[src/rtl/pipe_addsub.sv]
// -----------------------------------------------------------------------------
// pipe_addsub
// Pipelined WIDTH-bit adder/subtractor with valid/ready handshakes on both
// sides. Each pipeline stage adds one CHUNK = WIDTH/STAGES bit slice and passes
// its carry to the next stage through a register, so no carry path crosses a
// stage boundary. Throughput is one beat per cycle. A beat accepted at edge N
// is presented with out_valid after edge N+STAGES-1.
//
// Parameters:
//   WIDTH   operand/result width (>= 2)
//   STAGES  pipeline depth (1..WIDTH, must divide WIDTH)
//
// Ports:
//   clk        rising-edge clock
//   rst        synchronous active-high reset; clears every valid bit and data reg
//   in_valid   operand beat valid
//   in_ready   beat can be accepted this cycle (depends only on out_valid/out_ready)
//   a, b       operands (unsigned or two's complement)
//   cin        carry-in (add) / borrow-in (subtract)
//   sub        0 = a + b + cin, 1 = a - b - cin
//   out_valid  result beat valid
//   out_ready  downstream accepts the result
//   sum        result
//   cout       carry out; in subtract mode 1 means no borrow
//   ovf        signed two's-complement overflow
//   zero       sum == 0
// -----------------------------------------------------------------------------
module pipe_addsub #(
  parameter int unsigned WIDTH  = 8,
  parameter int unsigned STAGES = 2
) (
  input  logic             clk,
  input  logic             rst,
  input  logic             in_valid,
  output logic             in_ready,
  input  logic [WIDTH-1:0] a,
  input  logic [WIDTH-1:0] b,
  input  logic             cin,
  input  logic             sub,
  output logic             out_valid,
  input  logic             out_ready,
  output logic [WIDTH-1:0] sum,
  output logic             cout,
  output logic             ovf,
  output logic             zero
);

  localparam int unsigned CHUNK = WIDTH / STAGES;
  localparam int unsigned MSB   = WIDTH - 1;
  localparam int unsigned LAST  = STAGES - 1;

  // Per-stage registers. r_a/r_b keep the operands (b already inverted for
  // subtract) so later stages find their unprocessed slices and the MSBs
  // needed for overflow; r_s collects the completed low sum bits.
  logic [WIDTH-1:0]  r_a [STAGES];
  logic [WIDTH-1:0]  r_b [STAGES];
  logic [WIDTH-1:0]  r_s [STAGES];
  logic [STAGES-1:0] r_c;
  logic [STAGES-1:0] r_v;
  logic              r_ovf;
  logic              r_zero;

  logic              w_adv;
  logic [WIDTH-1:0]  w_a_in  [STAGES];
  logic [WIDTH-1:0]  w_b_in  [STAGES];
  logic [WIDTH-1:0]  w_s_in  [STAGES];
  logic [WIDTH-1:0]  w_s_nxt [STAGES];
  logic [CHUNK:0]    w_chunk [STAGES];
  logic [STAGES-1:0] w_c_in;
  logic [STAGES-1:0] w_c_nxt;
  logic              w_ovf_nxt;
  logic              w_zero_nxt;

  // Whole pipeline moves together; it only stalls when a finished result is
  // waiting on downstream.
  assign w_adv    = !r_v[LAST] || out_ready;
  assign in_ready = w_adv;

  // Stage inputs: stage 0 takes the ports (subtract folded into ~b / ~cin),
  // later stages take the previous stage's registers.
  always_comb begin
    w_a_in[0] = a;
    w_b_in[0] = sub ? ~b : b;
    w_s_in[0] = '0;
    w_c_in    = '0;
    w_c_in[0] = sub ? ~cin : cin;
    for (int k = 1; k < STAGES; k++) begin
      w_a_in[k] = r_a[k-1];
      w_b_in[k] = r_b[k-1];
      w_s_in[k] = r_s[k-1];
      w_c_in[k] = r_c[k-1];
    end
  end

  // Each stage adds its own CHUNK-bit slice plus the registered carry.
  always_comb begin
    w_c_nxt = '0;
    for (int k = 0; k < STAGES; k++) begin
      w_chunk[k] = {1'b0, w_a_in[k][k*CHUNK +: CHUNK]}
                 + {1'b0, w_b_in[k][k*CHUNK +: CHUNK]}
                 + {{CHUNK{1'b0}}, w_c_in[k]};
      w_s_nxt[k] = w_s_in[k];
      w_s_nxt[k][k*CHUNK +: CHUNK] = w_chunk[k][CHUNK-1:0];
      w_c_nxt[k] = w_chunk[k][CHUNK];
    end
  end

  // Flags are formed in the last stage from its inputs so the outputs can be
  // driven straight from registers.
  always_comb begin
    w_ovf_nxt  = (w_a_in[LAST][MSB] == w_b_in[LAST][MSB]) &&
                 (w_s_nxt[LAST][MSB] != w_a_in[LAST][MSB]);
    w_zero_nxt = (w_s_nxt[LAST] == '0);
  end

  // Pipeline registers: reset clears everything (zero flag reflects sum = 0).
  always_ff @(posedge clk) begin
    if (rst) begin
      for (int k = 0; k < STAGES; k++) begin
        r_a[k] <= '0;
        r_b[k] <= '0;
        r_s[k] <= '0;
      end
      r_c    <= '0;
      r_v    <= '0;
      r_ovf  <= 1'b0;
      r_zero <= 1'b1;
    end else if (w_adv) begin
      r_v[0] <= in_valid;
      for (int k = 1; k < STAGES; k++) begin
        r_v[k] <= r_v[k-1];
      end
      for (int k = 0; k < STAGES; k++) begin
        r_a[k] <= w_a_in[k];
        r_b[k] <= w_b_in[k];
        r_s[k] <= w_s_nxt[k];
      end
      r_c    <= w_c_nxt;
      r_ovf  <= w_ovf_nxt;
      r_zero <= w_zero_nxt;
    end
  end

  assign out_valid = r_v[LAST];
  assign sum       = r_s[LAST];
  assign cout      = r_c[LAST];
  assign ovf       = r_ovf;
  assign zero      = r_zero;

endmodule
[config.mk]
export PLATFORM = sky130hd
export DESIGN_NAME = pipe_addsub
export DESIGN_NICKNAME = d
export VERILOG_FILES = /design/src/rtl/pipe_addsub.sv
export SDC_FILE = /design/constraint.sdc
export NUM_CORES = 1
export LEC_CHECK = 0
export ABC_AREA = 1
export BUFFER_PORTS_ARGS = -buffer_cell sky130_fd_sc_hd__buf_2
export CORE_ASPECT_RATIO = 1.1
export CORE_MARGIN = 2
export CORE_UTILIZATION = 47
export DETAILED_ROUTE_END_ITERATION = 7
export PLACE_DENSITY = 0.75
export SLEW_MARGIN = 5
export SYNTH_ARGS = -nofsm -noshare
export SYNTH_HDL_FRONTEND = slang
export SYNTH_SLANG_ARGS = --single-unit
[constraint.sdc]
create_clock -name clk -period 2.47 [get_ports clk]
set_input_delay 0.247 -clock clk [delete_from_list [all_inputs] [get_ports clk]]
set_output_delay 0.247 -clock clk [all_outputs]
set_load 0.01 [all_outputs]
# Word-level counts from Yosys, hierarchy flattened
# Memories as Yosys holds them, arrays and structs flattened.
# Index checks and enable logic that the tools add are counted.
dict set report word_totals {
  word_cells 38
  out_inout_bits 13
  mem_bits_rw 48
  n_memories 3
  reg_bits 6
}
dict set report classes {
  addsub 4
  mux 13
  bitwise_logic 8
  reduce_logical 4
  n_eq_ne 2
}
# name words word_bits read_ports rd_clocked_by_memory_dff wr line_no
set mem_list {}
lappend mem_list {r_a 2 8 1 0 2 55} ;# logic [WIDTH-1:0] r_a [STAGES];
lappend mem_list {r_b 2 8 1 0 2 56} ;# logic [WIDTH-1:0] r_b [STAGES];
lappend mem_list {r_s 2 8 2 0 2 57} ;# logic [WIDTH-1:0] r_s [STAGES];
# op count
set ops {}
lappend ops {{$mux W8} 7}
lappend ops {{$add A4 B4 Y5} 2}
lappend ops {{$add A5 B1 Y5} 2}
lappend ops {{$logic_not A8 Y1} 1}
lappend ops {{$not A8 Y8} 1}
lappend ops {{$mux W1} 6}
lappend ops {{$or A1 B1 Y1} 6}
lappend ops {{$eq A1 B1 Y1} 1}
lappend ops {{$logic_and A1 B1 Y1} 1}
lappend ops {{$logic_not A1 Y1} 1}
lappend ops {{$logic_or A1 B1 Y1} 1}
lappend ops {{$ne A1 B1 Y1} 1}
lappend ops {{$not A1 Y1} 1}

# Longest topological paths before layout
dict set report logic_depth {
  word_depth 6
  depth_mapped 8
  depth_no_buf 7
}

# Worst setup path before layout
# Ideal clock, no wire load.
dict set report synth_path {
  path_kind {input-to-reg}
  start {input sub}
  end {memory r_s[0][2], data pin}
  required_time_ns 2.210
  arrival_ns 1.743
  setup_ns 0.260
  setup_slack_ns 0.467
  n_path_buf 1
  cell_stages 6
  path_cell_list {buf_2 -> xor2_1 -> fa_1 -> fa_1 -> xnor2_1 -> nor2_4}
}
# item line_no
set synth_rtl {}
lappend synth_rtl {{from (decl)} 39} ;# input logic sub,
lappend synth_rtl {{to (decl)} 57}

==> metrics.log <==
INFO  metric run_status = finished, final reports clean
INFO  metric floorplan.core_area = 3048 um2
INFO  metric path_cells = fa_1 > fa_1 > nor2_1 > nand3_1 > nand2_1 > nand3_1 > nor2_1
INFO  metric power.share.combinational = 0.242
INFO  metric crit_fanout = 2
INFO  metric worst_slew_pin_slew = 0.7450 ns
INFO  metric clock_power_share = 0.206
INFO  metric synth-warning-count = 0
INFO  metric grt_pass1_vias = 919
INFO  metric clock_tree.htree_level_count = 1
INFO  metric timing.clock.skew = 0.005141 ns
INFO  metric number_of_vias_in_the_routed_layout = 955
INFO  metric routed_wire_length = 2.050 mm
INFO  metric top_usage_layer = met2
INFO  metric final.hold.worst_slack = 0.1339 ns
INFO  metric numCtsBuffers = 3
INFO  metric start_kind = flop
INFO  metric clkLatencyLatePin = 0.31 ns
INFO  metric tritoncts_clock_tree = yes
INFO  metric clockBufferDepth = 2
INFO  metric finalCritPeriodShare = 0.7298
INFO  metric max_freq = 554.7 MHz
INFO  metric postSynthRegisterBits = 26
INFO  metric grt_util_met2 = 0.2230
INFO  metric wire_per_inst = 10.00 um
INFO  metric rsz0062_at_grt = no
INFO  metric floorplan.io_pins = 35
INFO  metric finish.net_count = 204
INFO  metric path_clk_slew = 0.13 ns
INFO  metric fraction_of_layout_instances_using_a_drive_strength_above_1 = 0.2982
INFO  metric fp.dieArea = 3635 um2
INFO  metric yosys.cell_types.count = 20
INFO  metric post-synth-top-area-fraction = 0.4034
INFO  metric max_cap_violation_count = 0
INFO  metric async_reset_ff_frac = 0
INFO  metric area_growth_syn_to_layout = 11.34%
INFO  metric crit_path_max_incr_delay = 0.47 ns
INFO  metric starting_drt_drc_count = 23
INFO  metric fp-row-count = 21
INFO  metric die_width = 57.67 um
INFO  metric element_type_at_the_critical_path_end = flop
INFO  metric ant_nets = 0
INFO  metric route.detailed.drc = 0
INFO  metric total_switching_power = 272.4 uW
INFO  metric post-cts-setup-buffer-count = 0
INFO  metric critPathTopFamily = adder cells
INFO  metric overflow = 0
INFO  metric finalHoldViolCount = 0
INFO  metric netlist_top_cells_count = sky130_fd_sc_hd__inv_1 (22), sky130_fd_sc_hd__edfxtp_1 (20), sky130_fd_sc_hd__nand2_1 (17), sky130_fd_sc_hd__nor2_1 (17), sky130_fd_sc_hd__nor2_4 (10)
INFO  metric final-setup-viol-count = 0
INFO  metric groute.layer.met3.usage = 0.02070
INFO  metric synth_area_per_cell = 10.41 um2
INFO  metric ctsResizeCount = 0
INFO  metric synth_edf_count = 20
INFO  metric synthMostInstantiatedCell = sky130_fd_sc_hd__inv_1
INFO  metric power_per_cell_area = 599.9 nW/um2
INFO  metric met1_track_usage_gr = 0.1389
INFO  metric max-slew-margin-rel = 0.5028
INFO  metric dp.final_hpwl = 1.642 mm
INFO  metric layout_min_cycle_time = 1.803 ns
INFO  metric place.gp.congestion = 0.7604
INFO  metric timing.setup.critical_path_class = reg -> reg
INFO  metric ctsRootBufferMaster = sky130_fd_sc_hd__clkbuf_4
INFO  metric cp_slowest_cell = sky130_fd_sc_hd__fa_1
INFO  metric synth_top_area_cell = sky130_fd_sc_hd__edfxtp_1
INFO  metric seq_power_share = 0.552
INFO  metric power_switching_share = 0.2739
INFO  metric syn_nets = 175
INFO  metric worstHoldPathType = in -> reg
INFO  metric floorplan.die.height = 63.03 um
INFO  metric crit_path_buffers_inverters = 0
INFO  metric max-vdd-ir-drop = 329.9 uV
INFO  metric drt_pass1_iterations = 4
INFO  metric setup_tns = 0 ns
INFO  metric static-leakage-power = 0.8070 nW
INFO  metric grt_antenna_before_repair = 0
INFO  metric synth_area_leaders = sky130_fd_sc_hd__edfxtp_1 (40%), sky130_fd_sc_hd__dfxtp_1 (8.1%), sky130_fd_sc_hd__nor2_4 (7.6%)
INFO  metric n_antenna_cell = 0
INFO  metric grt_start_max_net_pins = 22
INFO  metric cts_hold_repair.buffers = 0
INFO  metric grt_first_pass_wirelength = 3.608 mm
INFO  metric netlist_area = 1489 um2
INFO  metric tritoncts_num_sinks = 26
INFO  metric critical_path_arrival = 2.07 ns
INFO  metric effective_utilization_at_floorplan = 0.4885
INFO  metric detail_route.vias_per_cell = 4.659
INFO  metric overall_track_demand_over_capacity_in_global_routing = 0.1276
INFO  metric critPathRequiredTime = 2.73 ns
INFO  metric port-buffer-count = 34
INFO  metric final_max_slew_viol_count = 0
INFO  metric cellInternalPower = 722.2 uW
INFO  metric post_synthesis_sequential_area_ratio = 0.4840
INFO  metric post_synth_inst_count = 143
INFO  metric ys_dominant_reg_cell = sky130_fd_sc_hd__edfxtp_1
-- placed cells by master (no fill, tap or decap) --
cell type and instances:
sky130_fd_sc_hd__a21oi_4 1, sky130_fd_sc_hd__inv_1 22, sky130_fd_sc_hd__nand2_1 17, sky130_fd_sc_hd__clkbuf_4 3
sky130_fd_sc_hd__xor2_1 6, sky130_fd_sc_hd__edfxtp_1 20, sky130_fd_sc_hd__clkbuf_8 1, sky130_fd_sc_hd__buf_2 34
sky130_fd_sc_hd__dfxtp_1 6, sky130_fd_sc_hd__o21ai_0 3, sky130_fd_sc_hd__nor2_1 17, sky130_fd_sc_hd__fa_1 4
sky130_fd_sc_hd__o21ai_1 1, sky130_fd_sc_hd__ha_1 6, sky130_fd_sc_hd__nand3_1 7, sky130_fd_sc_hd__nor2_2 1
sky130_fd_sc_hd__a21oi_1 6, sky130_fd_sc_hd__nor2_4 10, sky130_fd_sc_hd__xnor2_1 5, sky130_fd_sc_hd__inv_4 1
-- per-layer routing --
| metal | vias up | wire (um) |
|---|---|---|
| met5 | - | 0 |
| met4 | 0 | 41 |
| met3 | 4 | 100 |
| met2 | 29 | 1071 |
| met1 | 421 | 836 |
| li1 | 501 | - |
-- area by class of cell --
cell class                      count  area [um2]
Clock buffer                        4       36.28
Sequential cell                    26       720.7
Tap cell                           34       42.54
Multi-Input combinational cell     84       599.3
Inverter                           23       88.84
Fill cell                         289        1390
Timing Repair Buffer               34       170.2
-- worst register-to-register path, delay by kind of cell (launching register included) --
kind | cells | cell delay, ns
adder cells (fa/ha/maj) | 2 | 0.92
flip-flops | 1 | 0.42
AND/OR/NAND/NOR | 5 | 0.42
-- flip-flops by register name, indices dropped and copies added (netlist names) --
register and flops:
r_b 4, r_c 2, r_v 2, r_s 12, r_a 4, zero 1, ovf 1
-- logic make-up after synthesis --
| logic type | share of synthesized area |
|---|---|
| compound gates | 0.04454 |
| xor+xnor | 0.06470 |
| fa+ha+maj | 0.1042 |
| buf+inv | 0.1134 |
| flops | 0.4840 |
| simple gates | 0.1891 |
-- power by group through the flow --
stage                     registers, mW  clock network (mW)  logic [mW]
after floorplan                   0.560                   0       0.199
after global placement            0.558                   0       0.235
after detailed placement          0.561                   0       0.242
after CTS                         0.550               0.213       0.244
after global routing              0.557               0.237       0.273
final                             0.549               0.205       0.240
-- metrics by stage --
| step | std cells | setup slack (ns) | cell area (um2) | power [mW] | util |
|---|---|---|---|---|---|
| finish | 205 | 0.6674 | 1658 | 0.9946 | 0.5439 |
| global route | 205 | 0.5179 | 1658 | 1.067 | 0.5439 |
| CTS | 205 | 0.6650 | 1658 | 1.007 | 0.5439 |
| detailed placement | 201 | 0.3837 | 1622 | 0.8028 | 0.5320 |
| global placement | 201 | 0.4313 | 1622 | 0.7936 | 0.5320 |
| floorplan | 143 | 0.4673 | 1489 | 0.7589 | - |
-- path summary, 6_finish.rpt --
kind,startpoint,to,slack [ns],cells past startpoint
hold reg to reg,ovf,ovf,0.46,2
setup reg to reg,r_b[0][4],zero,0.67,7
setup / recovery,r_b[0][4],zero,0.67,7
hold / removal,in_valid,r_v[0],0.13,3
No activity file was read; power rests on OpenSTA's default activity.
